--- config.mk ---
export PLATFORM = sky130hd
export DESIGN_NAME = instr_fetch_flat
export DESIGN_NICKNAME = d
export VERILOG_FILES = /design/src/rtl/instr_fetch_pkg.sv /design/src/rtl/instr_fetch_if.sv /design/src/rtl/instr_fetch_rom.sv /design/src/rtl/instr_fetch.sv /design/src/flat_wrapper.sv
export SDC_FILE = /design/constraint.sdc
export NUM_CORES = 1
export LEC_CHECK = 0
export BUFFER_PORTS_ARGS = -buffer_cell sky130_fd_sc_hd__buf_2
export CAP_MARGIN = 20
export CORE_ASPECT_RATIO = 1.75
export CORE_UTILIZATION = 55
export CTS_BUF_LIST = sky130_fd_sc_hd__clkbuf_16
export DETAILED_ROUTE_END_ITERATION = 6
export GPL_ROUTABILITY_DRIVEN = 0
export PLACE_DENSITY = 0.82
export REMOVE_ABC_BUFFERS = 1
export SYNTH_ARGS = -nofsm -noshare
export SYNTH_HDL_FRONTEND = slang
export SYNTH_SLANG_ARGS = --single-unit
--- constraint.sdc ---
create_clock -name clk -period 3.1 [get_ports clk]
set_input_delay 0.155 -clock clk [delete_from_list [all_inputs] [get_ports clk]]
set_output_delay 0.155 -clock clk [all_outputs]
set_load 0.02 [all_outputs]
--- src/rtl/instr_fetch_pkg.sv ---
// Shared types for the instruction fetch stage: instruction type field codes and fetch FSM states.
package ifetch_pkg;

  localparam int IFETCH_INSTR_WIDTH = 20;
  localparam int IFETCH_PC_BITS     = 5;

  typedef enum logic [1:0] {
    TYPE_NOP_HALT = 2'b00,
    TYPE_STD      = 2'b01,
    TYPE_LOAD     = 2'b10,
    TYPE_STORE    = 2'b11
  } instr_type_e;

  typedef enum logic [2:0] {
    IDLE,
    LAUNCH,
    DECODE,
    EXEC,
    MEM,
    WB,
    HALT
  } fetch_state_e;

endpackage

--- src/rtl/instr_fetch_if.sv ---
// Program-load and instruction-delivery bus between the host/CU side (master) and the fetch stage (slave).
interface instr_fetch_if #(
  parameter int INSTR_WIDTH = 20,
  parameter int PC_BITS     = 5
) ();

  logic                   start;
  logic                   prog_we;
  logic [PC_BITS-1:0]     prog_addr;
  logic [INSTR_WIDTH-1:0] prog_data;
  logic [INSTR_WIDTH-1:0] instr;
  logic [PC_BITS-1:0]     pc;
  logic                   busy;
  logic                   halted;

  modport master (
    output start, prog_we, prog_addr, prog_data,
    input  instr, pc, busy, halted
  );

  modport slave (
    input  start, prog_we, prog_addr, prog_data,
    output instr, pc, busy, halted
  );

endinterface

--- src/rtl/instr_fetch_rom.sv ---
// Writable instruction store for the fetch stage: synchronous write, asynchronous read.
module instr_rom #(
  parameter int INSTR_WIDTH = 20,
  parameter int PC_BITS     = 5
) (
  input  logic                   clk,
  input  logic                   we,
  input  logic [PC_BITS-1:0]     wr_addr,
  input  logic [INSTR_WIDTH-1:0] wr_data,
  input  logic [PC_BITS-1:0]     rd_addr,
  output logic [INSTR_WIDTH-1:0] rd_data
);

  logic [INSTR_WIDTH-1:0] mem [2**PC_BITS];

  // NOTE: the array is deliberately not reset, so programs survive rst and the array maps onto RAM.
  always_ff @(posedge clk) begin
    if (we) mem[wr_addr] <= wr_data;
  end

  assign rd_data = mem[rd_addr];

endmodule

--- src/rtl/instr_fetch.sv ---
// Fetch stage: PC register, fetch FSM tracking the CU phase sequence, and the instruction store.
// Optional feature macro: IFETCH_HALT_EN (a type-00 word fetched at write-back halts the stage).
module instr_fetch
  import ifetch_pkg::*;
#(
  parameter int INSTR_WIDTH = IFETCH_INSTR_WIDTH,
  parameter int PC_BITS     = IFETCH_PC_BITS
) (
  input logic          clk,
  input logic          rst,
  instr_fetch_if.slave bus
);

  fetch_state_e           state, state_next;
  logic [PC_BITS-1:0]     pc_q, pc_next, pc_inc, rd_addr;
  logic [INSTR_WIDTH-1:0] instr_q, instr_next, rom_data, fetch_word;
  logic [1:0]             cur_type, new_type;
  logic                   rom_we;

  assign rom_we   = bus.prog_we && (state == IDLE);
  assign pc_inc   = pc_q + PC_BITS'(1);
  assign rd_addr  = (state == IDLE) ? '0 : pc_inc;
  // A write in the launch cycle must be visible to that launch, so bypass the store.
  assign fetch_word = (rom_we && (bus.prog_addr == rd_addr)) ? bus.prog_data : rom_data;
  assign cur_type = instr_q[INSTR_WIDTH-1 -: 2];
  assign new_type = fetch_word[INSTR_WIDTH-1 -: 2];

  instr_rom #(
    .INSTR_WIDTH(INSTR_WIDTH),
    .PC_BITS    (PC_BITS)
  ) u_rom (
    .clk    (clk),
    .we     (rom_we),
    .wr_addr(bus.prog_addr),
    .wr_data(bus.prog_data),
    .rd_addr(rd_addr),
    .rd_data(rom_data)
  );

  // NOTE: every output of this block gets a default first, so no path can infer a latch.
  always_comb begin
    state_next = state;
    pc_next    = pc_q;
    instr_next = instr_q;
    case (state)
      IDLE: begin
        if (bus.start) begin
          instr_next = fetch_word;
          pc_next    = '0;
          state_next = LAUNCH;
        end
      end
      LAUNCH: begin
        if (cur_type == TYPE_NOP_HALT) begin
          instr_next = '0;
          state_next = IDLE;
        end else begin
          state_next = DECODE;
        end
      end
      DECODE: state_next = EXEC;
      EXEC:   state_next = (cur_type == TYPE_STD) ? WB : MEM;
      MEM:    state_next = WB;
      WB: begin
        pc_next    = pc_inc;
        instr_next = fetch_word;
`ifdef IFETCH_HALT_EN
        state_next = (new_type == TYPE_NOP_HALT) ? HALT : DECODE;
`else
        state_next = DECODE;
`endif
      end
      HALT:    state_next = HALT;
      default: state_next = IDLE;
    endcase
  end

  // NOTE: state registers use non-blocking assignments so all flops update from pre-edge values.
  always_ff @(posedge clk) begin
    if (rst) begin
      state   <= IDLE;
      pc_q    <= '0;
      instr_q <= '0;
    end else begin
      state   <= state_next;
      pc_q    <= pc_next;
      instr_q <= instr_next;
    end
  end

  assign bus.instr = instr_q;
  assign bus.pc    = pc_q;
  assign bus.busy  = (state != IDLE) && (state != HALT);
`ifdef IFETCH_HALT_EN
  assign bus.halted = (state == HALT);
`else
  assign bus.halted = 1'b0;
  logic unused_new_type;
  assign unused_new_type = ^new_type;
`endif

endmodule
--- src/flat_wrapper.sv ---
// flat-port wrapper written by rule: the top's interface ports become plain ports
module instr_fetch_flat import ifetch_pkg::*;
#(
  parameter int INSTR_WIDTH = IFETCH_INSTR_WIDTH,
  parameter int PC_BITS     = IFETCH_PC_BITS
)
  (clk, rst, bus_start, bus_prog_we, bus_prog_addr, bus_prog_data, bus_instr, bus_pc, bus_busy, bus_halted);
  instr_fetch_if #(.INSTR_WIDTH(INSTR_WIDTH), .PC_BITS(PC_BITS)) bus_i ();
  input logic clk;
  input logic rst;
  input wire logic [$bits(bus_i.start)-1:0] bus_start;
  input wire logic [$bits(bus_i.prog_we)-1:0] bus_prog_we;
  input wire logic [$bits(bus_i.prog_addr)-1:0] bus_prog_addr;
  input wire logic [$bits(bus_i.prog_data)-1:0] bus_prog_data;
  output wire logic [$bits(bus_i.instr)-1:0] bus_instr;
  output wire logic [$bits(bus_i.pc)-1:0] bus_pc;
  output wire logic [$bits(bus_i.busy)-1:0] bus_busy;
  output wire logic [$bits(bus_i.halted)-1:0] bus_halted;
  assign bus_i.start = bus_start;
  assign bus_i.prog_we = bus_prog_we;
  assign bus_i.prog_addr = bus_prog_addr;
  assign bus_i.prog_data = bus_prog_data;
  assign bus_instr = bus_i.instr;
  assign bus_pc = bus_i.pc;
  assign bus_busy = bus_i.busy;
  assign bus_halted = bus_i.halted;
  instr_fetch #(.INSTR_WIDTH(INSTR_WIDTH), .PC_BITS(PC_BITS)) u_core (.clk(clk), .rst(rst), .bus(bus_i));
endmodule
### Word level (Yosys, flattened, before mapping)

Memory sizes are Yosys's and may differ from the RTL's.
Index checks and enable logic that the tools add are counted.

| storage, ports and cells | value |
|---|---|
| bits of input ports | 29 |
| register bits | 28 |
| word-level logic and storage cells | 39 |
| memory bits (writable) | 640 |
| output and inout bits | 27 |
| memories kept | 1 |

| operators by class | value |
|---|---|
| add/subtract/negate cells | 1 |
| multiplexer cells | 13 |
| reductions and logical operators | 10 |
| equality and inequality tests | 11 |

Memory list:

| memory | depth | width | read ports | clocked after Yosys merged registers in | write ports | line | source |
|---|---|---|---|---|---|---|---|
| u_core.u_rom.mem | 32 | 20 | 1 | 0 | 1 | instr_fetch_rom.sv:14 | `logic [INSTR_WIDTH-1:0] mem [2**PC_BITS];` |

Operators by type and width:

| cell | count |
|---|---|
| 20-bit 2-to-1 mux | 3 |
| 20-bit one-hot mux with 3 select lines | 1 |
| 3-bit one-hot mux with 7 select lines | 1 |
| 5-bit 2-to-1 mux | 2 |
| 5-bit one-hot mux with 2 select lines | 1 |
| 3-bit == test (second input constant) | 3 |
| 3-bit by 2-bit == test with 1-bit output (second input constant) | 2 |
| 3-bit nonzero test | 2 |
| 5-bit by 1-bit adder with 5-bit output (second input constant) | 1 |
| 5-bit == test | 1 |
| 3-bit by 1-bit == test with 1-bit output (second input constant) | 1 |
| 1-bit logical AND | 3 |
| 3-bit logical NOT | 1 |
| 1-bit 2-to-1 mux | 3 |
| 3-bit 2-to-1 mux | 1 |
| 3-bit != test (second input constant) | 1 |
| 3-bit AND reduction | 1 |
| 2-bit by 1-bit == test with 1-bit output (second input constant) | 1 |
| 2-bit logical NOT | 1 |
| 2-bit 2-to-1 mux | 1 |
| 2-bit by 1-bit != test with 1-bit output (second input constant) | 1 |
| 2-bit != test (second input constant) | 1 |
| 2-bit AND reduction | 1 |
| 2-bit nonzero test | 1 |

### Depth between registers and ports, before layout

Gate-level depths: netlist (run 1).

| depth | value |
|---|---|
| word-level depth | 7 |
| depth in mapped cells | 11 |
| gate-level depth less buffers | 7 |

### Cells and area by module

From an unflattened synthesis (run 1), not the netlist that was laid out.

| second synthesis, totals | value |
|---|---|
| cells, all modules | 1547 |
| area total of the unflattened synthesis | 26516.7 um2 |

Modules (own cells, without submodules):

| module | area each (um2) | instances | seq. area each (um2) | cells each |
|---|---|---|---|---|
| instr_rom | 25152.9 | 1 | 19218.4 | 1394 |
| instr_fetch | 1363.8 | 1 | 560.5 | 153 |

### Worst setup path before layout (run 1)

OpenSTA, ideal clock, no wires.

| timing | value |
|---|---|
| path type | flip-flop to flip-flop |
| start | register u_core.state[0] |
| end | memory u_core.u_rom.mem[13][0], enable pin |
| setup time | 0.397 ns |
| data required time | 2.703 ns |
| period minus slack after synthesis | 2.784 ns |
| arrival | 2.387 ns |
| buffers on the path | 2 |
| slack | 0.316 ns |
| cell stages (with the launch flop) | 6 |
| cells stage by stage | dfxtp_1 -> nor3_2 -> clkbuf_1 -> clkbuf_1 -> nand4b_1 -> nor2_1 |

| on the way | value |
|---|---|
| word-level cells in the longest chain between the ends | 4 |

Ends and longest elaborated chain:

| element | line | source |
|---|---|---|
| start, declared | instr_fetch.sv:14 | `fetch_state_e state, state_next;` |
| start signal, assigned | instr_fetch.sv:85 | `state <= state_next;` |
| 3-bit logical NOT | instr_fetch.sv:20 | `assign rom_we = bus.prog_we && (state == IDLE);` |
| 1-bit logical AND | instr_fetch.sv:20 |  |
| 1-bit 2-to-1 mux | instr_fetch_rom.sv:18 | `if (we) mem[wr_addr] <= wr_data;` |
| 1-bit 2-to-1 mux (not written as such) | instr_fetch_rom.sv:18 |  |
| end, declared | instr_fetch_rom.sv:14 |  |

No other way between the ends.

### Worst setup path in the final report (run 1)

| timing | value |
|---|---|
| start | register u_core.pc_q[0] (netlist: u_core.bus.pc[0]) |
| end | register u_core.instr_q[4] (netlist: u_core.bus.instr[4]) |

| on the way | value |
|---|---|
| word-level cells in the longest chain between the ends | 7 |
| elaborated cells on any way between the ends | 8 |
| those cells by class | add/sub: 1; eq/ne: 1; mux: 4; reduce/logical: 1; memory: 1 |

Ends and longest elaborated chain:

| element | line | source |
|---|---|---|
| start, declared | instr_fetch.sv:15 | `logic [PC_BITS-1:0] pc_q, pc_next, pc_inc, rd_addr;` |
| start signal, assigned | instr_fetch.sv:86 | `pc_q <= pc_next;` |
| 5-bit by 1-bit adder with 5-bit output * | instr_fetch.sv:21 | `assign pc_inc = pc_q + PC_BITS'(1);` |
| 5-bit 2-to-1 mux * | instr_fetch.sv:22 | `assign rd_addr = (state == IDLE) ? '0 : pc_inc;` |
| parallel branches: the longest is 2 deep, another holds memory read 32 x 20 bit | - |  |
| 20-bit 2-to-1 mux * | instr_fetch.sv:24 | `assign fetch_word = (rom_we && (bus.prog_addr == rd_addr)) ? bus.prog_data : rom_data;` |
| 20-bit 2-to-1 mux | instr_fetch.sv:47 | `if (bus.start) begin` |
| 20-bit one-hot mux with 3 select lines * | instr_fetch.sv:45 | `case (state)` |
| end signal, assigned | instr_fetch.sv:87 | `instr_q <= instr_next;` |
| end, declared | instr_fetch.sv:16 | `logic [INSTR_WIDTH-1:0] instr_q, instr_next, rom_data, fetch_word;` |

Mark *: on every way between the ends. The select of a mux whose other input is x is not followed.
A chain may end at the register's enable or synchronous reset.

==> impl_metrics.toml, run 1 <==
[detailed_routing]
route.detailed.drc = 0
drt_iter0_drc = 2219
viasPerCell = 6.771
drt-total-wl_um = 69110
antenna_left = 0
wl_per_cell_um = 27.64
dr.pass1.iters = 6
vias = 16930

[power_and_ir_drop]
p_per_area_nw_per_um2 = 583.7
vdd_drop_max_mv = 0.5300
leakage_nw = 9.399

[critical_path]
cp.buffers_inverters = 2
worst-r2r-setup-slack_ps = 50
reg2reg_to = "u_core.bus.instr[4]$_SDFFE_PP0P_"
crit_arrival_ps = 3480
crit_path_max_fanout = 27
r2r-start = "u_core.bus.pc[0]$_SDFFE_PP0P_"
worstSetupPathType = "reg2reg"
slowest_stage = "a2111oi_0"
required_ps = 3530
cp-start-kind = "flip-flop"
crit_chain = "ha_4 -> buf_4 -> nor3_2 -> buf_4 -> a221o_1 -> and3_1 -> a2111oi_0 -> a311oi_1"
cp-end-kind = "flip-flop"
crit_family = "compound AO/OA/AOI/OAI gates"
cp_common_cell = "buf_4"
r2r_cells = 8
slowest_delay_ps = 640

[clock_tree]
clk_pin_slew_ps = 70
cts_tree = "built"
cts-root-buf = "clkbuf_16"
cts_max_level = 2
worstSkewPairLatency_ps = 590
numCtsBuffers = 51
cts.sinks = 668
clock_path_buffers = 3

[outcome]
outcome = "finished, final reports clean"

[layout]
n_fill_cell = 3286
final_core_util_pct = 62.09
nNetsFinal = 1833
area_delta_synth_final_pct = 11.30
drive_gt1_share_pct = 18.39
final_common_cell = "edfxtp_1"
final_cell_mix = "640 x edfxtp_1, 106 x a21oi_1, 91 x mux2i_1, 90 x nand2_1, 80 x buf_4"
fin_area_um2 = 30340

[floorplanning]
ioPinCount = 56
die_width_um = 170.3
die-area_um2 = 50490
num_rows = 107
initial_utilization_pct = 55.78
die_h_um = 296.5
core_area_um2 = 48870

[worst_hold_path]
worstHoldStart = "bus_prog_data[6]"
holdPathStages = 1
hold_class = "in2reg"
min_to = "u_core.u_rom.mem[13][6]$_DFFE_PP_"

[synthesis]
syn_area_um2 = 27260
yosysSeqAreaShare_pct = 72.56
synth_flop_cell = "edfxtp_1"
ys_seq_elements = 668
avgSynthCellArea_um2 = 15.74
async_flop_share_pct = 0
synth_edf_count = 640
synth_warnings = 0
synth_cell_types = 67
netlist_instances = 1732

[global_route]
grt_pass1_wl_um = 103000
track_usage_pct = 27.79
grt_max_degree = 132
globalRoute.totalOverflow = 0
antenna_found_initial = 3
grt_pass1_vias = 17000

[sta]
hold_violations = 0
fmax_ghz = 0.3279
slew_headroom_pct = 21.06
fin_crit_ps = 3050
worst_slew_pin_slew_ps = 1184
rsz0062_at_grt = "false"
finalCritPeriodShare_pct = 98.38
drv_slew = 0
finalSetupViolations = 0
tns_ps = 0
clock_skew_ps = 16.94

[flow_run]
maxCapViolations = 0

[place]
dp_hpwl_um = 42310
placed_cell_area_um2 = 28630
port_buffers = 54
how the worst max path moves through the flow:
stage,from,endpoint,slack [ps],depth (start not counted)
final,u_core.bus.pc[0]$_SDFFE_PP0P_,u_core.bus.instr[4]$_SDFFE_PP0P_,50,8
after global routing,u_core.bus.pc[0]$_SDFFE_PP0P_,u_core.bus.instr[4]$_SDFFE_PP0P_,30,8
after CTS,u_core.state[2]$_SDFFE_PP0P_,u_core.bus.instr[4]$_SDFFE_PP0P_,120,7
after detailed placement,u_core.state[2]$_SDFFE_PP0P_,u_core.bus.instr[3]$_SDFFE_PP0P_,160,8
after global placement,u_core.bus.pc[0]$_SDFFE_PP0P_,u_core.bus.instr[15]$_SDFFE_PP0P_,210,8
after floorplan,u_core.bus.pc[0]$_SDFFE_PP0P_,u_core.bus.instr[6]$_SDFFE_PP0P_,-7970,6
cell usage after synthesis, types with 4 or more instances:
library cell | count | area (um^2)
o2111ai_1 | 14 | 122.6
a21oi_1 | 107 | 535.5
nand3_1 | 36 | 180.2
buf_1 | 7 | 26.28
mux2i_1 | 91 | 910.9
clkbuf_1 | 65 | 244.0
mux4_2 | 47 | 1059
edfxtp_1 | 640 | 19220
a31oi_1 | 18 | 112.6
buf_4 | 11 | 82.58
a221o_1 | 12 | 120.1
and2_1 | 13 | 81.33
and2_0 | 4 | 25.02
buf_2 | 40 | 200.2
inv_1 | 14 | 52.55
nand2b_1 | 47 | 294.0
a211oi_1 | 5 | 37.54
dfxtp_1 | 28 | 560.5
nor3_1 | 22 | 110.1
a221oi_1 | 14 | 122.6
o311ai_0 | 6 | 52.55
a22oi_1 | 7 | 52.55
a2111oi_0 | 23 | 201.4
and3_1 | 14 | 87.58
or3_1 | 18 | 112.6
o211ai_1 | 33 | 247.7
o21a_1 | 14 | 105.1
o21ai_0 | 77 | 385.4
o22ai_1 | 31 | 193.9
o221ai_1 | 7 | 61.31
nor2_1 | 60 | 225.2
a2bb2oi_1 | 6 | 52.55
o31a_1 | 4 | 35.03
mux2_2 | 34 | 382.9
nand2_1 | 90 | 337.8
a311oi_1 | 12 | 105.1
a21o_1 | 14 | 105.1
stage by stage:
step           total power [mW]  hold slack (ps)  cells  setup slack (ps)
2_1_floorplan             10.75            224.1   1607             -7973
3_3_place_gp              11.22            542.1   2399             207.7
3_5_place_dp              11.27            551.5   2399             163.9
4_1_cts                   17.69            63.48   2494             123.5
5_1_grt                   18.10            75.44   2500             26.01
6_report                  17.71            76.26   2500             50.35
flip-flops by register name, indices dropped and copies added (netlist names):
register / count
u_core.bus.instr: 20
u_core.state: 3
u_core.u_rom.mem: 640
u_core.bus.pc: 5
area by class of cell:
type | count | area (um^2) | share of cell area (%)
Sequential cell | 668 | 19780 | 65.21
Multi-Input combinational cell | 923 | 6985 | 23.02
Antenna cell | 3 | 7.507 | 0.02474
Clock buffer | 53 | 1326 | 4.371
Tap cell | 654 | 818.3 | 2.697
Clock inverter | 40 | 326.6 | 1.076
Timing Repair Buffer | 143 | 1031 | 3.398
Inverter | 16 | 61.31 | 0.2021
metal layers:
metal | share of wire [%] | GRT usage [%]
met5 | 0 | 0
met4 | 6.5 | 18.11
met2 | 52 | 47.63
met3 | 8.3 | 4.297
met1 | 33 | 32.50
report_power, final:
group / total (mW) / internal, mW / switching (mW) / leakage (nW)
logic: 1.12 / 0.355 / 0.760 / 2.58
clock network: 6.58 / 3.59 / 2.99 / 0.829
registers: 10.0 / 9.96 / 0.0534 / 5.99
cell families after synthesis:
kind of cell / share of synthesized area [%]
xor+xnor: 0.3214
mux: 8.629
fa+ha+maj: 0.04589
flops: 72.56
other cells: 0.01376
compound gates: 10.34
simple gates: 5.784
buf+inv: 2.309
what timing repair did:
item | CTS | global route
gates resized for setup | 0 | 3
buffers inserted | 0 | 3
hold buffers | 2 | 0
hold endpoints to repair | 14 | 0
endpoints found under the setup margin | 0 | 5
worst register-to-register path, stage by stage (launching register included):
cell	delay [ps]
dfxtp_4	380
ha_4	560
buf_4	290
nor3_2	70
buf_4	240
a221o_1	320
and3_1	210
a2111oi_0	640
a311oi_1	170
Power figures use the tool's default switching activity.
==> run 2, diff against run 1 <==
- PLACE_DENSITY: 0.82 -> 0.85
- clock period: 3.1 -> 2.8 ns (I/O delays scaled with it)
==> run 2 against run 1 <==
Against the previous run: utilization grew 1.2 points; sequential share of layout area fell by 1.2 points; critical path type unchanged; combinational power up 14%; the flow now finishes with violations (DRC).
==> impl_metrics.toml, run 2 (synthesis results as in run 1) <==
[layout]
final_common_cell = "edfxtp_1"
final_cell_mix = "640 x edfxtp_1, 106 x a21oi_1, 91 x mux2i_1, 90 x nand2_1, 86 x buf_4"
fin_cells = 2526
nNetsFinal = 1861
n_fill_cell = 3168
drive_gt1_share_pct = 19.93
regMostFlops = "u_core.u_rom.mem"
antennaDiodeCount = 0
largest_reg_flops = 640
area_delta_synth_final_pct = 13.37
final_core_util_pct = 63.24

[clock_tree]
clock_path_buffers = 3
cts-root-buf = "clkbuf_16"
worstSkewPairLatency_ps = 600
cts_max_level = 2
numCtsBuffers = 50
cts.sinks = 668
cts_tree = "built"
clk_pin_slew_ps = 70

[floorplanning]
ioPinCount = 56
initial_utilization_pct = 55.78
core_area_um2 = 48870
die_width_um = 170.3
die-area_um2 = 50490
num_rows = 107
die_h_um = 296.5

[global_route]
globalRoute.totalOverflow = 0
grt_pass1_wl_um = 105100
track_usage_pct = 28.41
grt_max_degree = 66
grt_pass1_vias = 17290
antenna_found_initial = 2

[critical_path]
worst-r2r-setup-slack_ps = 40
crit_arrival_ps = 3230
required_ps = 3270
slowest_stage = "dfxtp_1"
cp_common_cell = "buf_12"
crit_path_max_fanout = 32
slowest_delay_ps = 530
crit_chain = "nor3_4 -> buf_12 -> buf_4 -> nor2_4 -> buf_12 -> mux4_2 -> o21ai_0 -> o211ai_1 -> o41a_1"
cp-end-kind = "flip-flop"
worstSetupPathType = "reg2reg"
cp-start-kind = "flip-flop"

[place]
place_inst = 2427
dp_hpwl_um = 43600
place_ws_ps = 73.46
port_buffers = 54

[sta]
holdWs_ps = 64.64
drv_slew = 0
rsz0062_at_grt = "false"
tns_ps = 0
finalCritPeriodShare_pct = 98.62
hold_violations = 0
slew_headroom_pct = 27.18
clock_skew_ps = 10.25
layout_setup_ws_ps = 38.51
finalSetupViolations = 0
fin_crit_ps = 2761
worst_slew_pin_slew_ps = 1088
fmax_ghz = 0.3621

[detailed_routing]
vias = 17270
wl_per_cell_um = 28.13
dr.pass1.iters = 7
drt-total-wl_um = 71050
route.detailed.drc = 52
viasPerCell = 6.835
drt_iter0_drc = 2227
antenna_left = 0

[outcome]
outcome = "complete, but fails checks"
violations = "DRC"

[worst_hold_path]
hold_class = "in2reg"

[power_and_ir_drop]
leakage_nw = 9.654
p_per_area_nw_per_um2 = 646.5
vdd_drop_max_mv = 0.4946

[flow_run]
maxCapViolations = 0
run 2: per-layer routing:
layer  global-route usage, %  vias up  part of all wire (%)
li1                        -     7080                     -
met3                   4.484      324                   8.8
met5                       0        -                 0.031
met2                   48.88     1370                    51
met1                   33.29     8488                    33
met4                   17.82        4                   6.6
run 2: worst paths after layout:
check                                        start                                to  cells past startpoint
setup / recovery      u_core.state[0]$_SDFFE_PP0P_  u_core.bus.instr[7]$_SDFFE_PP0P_                      9
hold / removal                                 rst     u_core.bus.pc[2]$_SDFFE_PP0P_                      2
setup reg to reg      u_core.state[0]$_SDFFE_PP0P_  u_core.bus.instr[7]$_SDFFE_PP0P_                      9
hold reg to reg   u_core.bus.instr[5]$_SDFFE_PP0P_  u_core.bus.instr[5]$_SDFFE_PP0P_                      2
run 2: cell type report:
class | instances | area [um^2] | share of cell area [%]
Clock buffer | 53 | 1326 | 4.292
Clock inverter | 40 | 409.1 | 1.324
Inverter | 16 | 61.31 | 0.1984
Multi-Input combinational cell | 923 | 6985 | 22.61
Sequential cell | 668 | 19780 | 64.02
Tap cell | 654 | 818.3 | 2.648
Timing Repair Buffer | 172 | 1519 | 4.915
run 2: what timing repair did:
action / CTS / global route
setup endpoints to repair: 2 / 10
hold buffers: 2 / 0
pin swaps: 0 / 1
setup buffers: 0 / 4
gates resized for setup: 2 / 6
endpoints found under the hold margin: 15 / 0
run 2: stage by stage:
step	area [um^2]	power (mW)
final	30900	19.98
after global routing	30900	20.39
after CTS	30850	19.93
after detailed placement	29090	12.49
after global placement	29090	12.43
after floorplan	26690	11.90
run 2: power breakdown:
group | internal (mW) | switching [mW] | leakage (nW)
clock | 4.25 | 3.36 | 0.877
combinational | 0.417 | 0.858 | 2.79
sequential | 11.0 | 0.0610 | 5.99
run 2: worst max-delay path: cells and delay by family (launching register included):
| family | cells | cell delay [ps] |
|---|---|---|
| muxes | 1 | 360 |
| and+or+nand+nor | 2 | 260 |
| DFF | 1 | 530 |
| buffers and inverters | 3 | 520 |
| AOI/OAI and AO/OA | 3 | 950 |
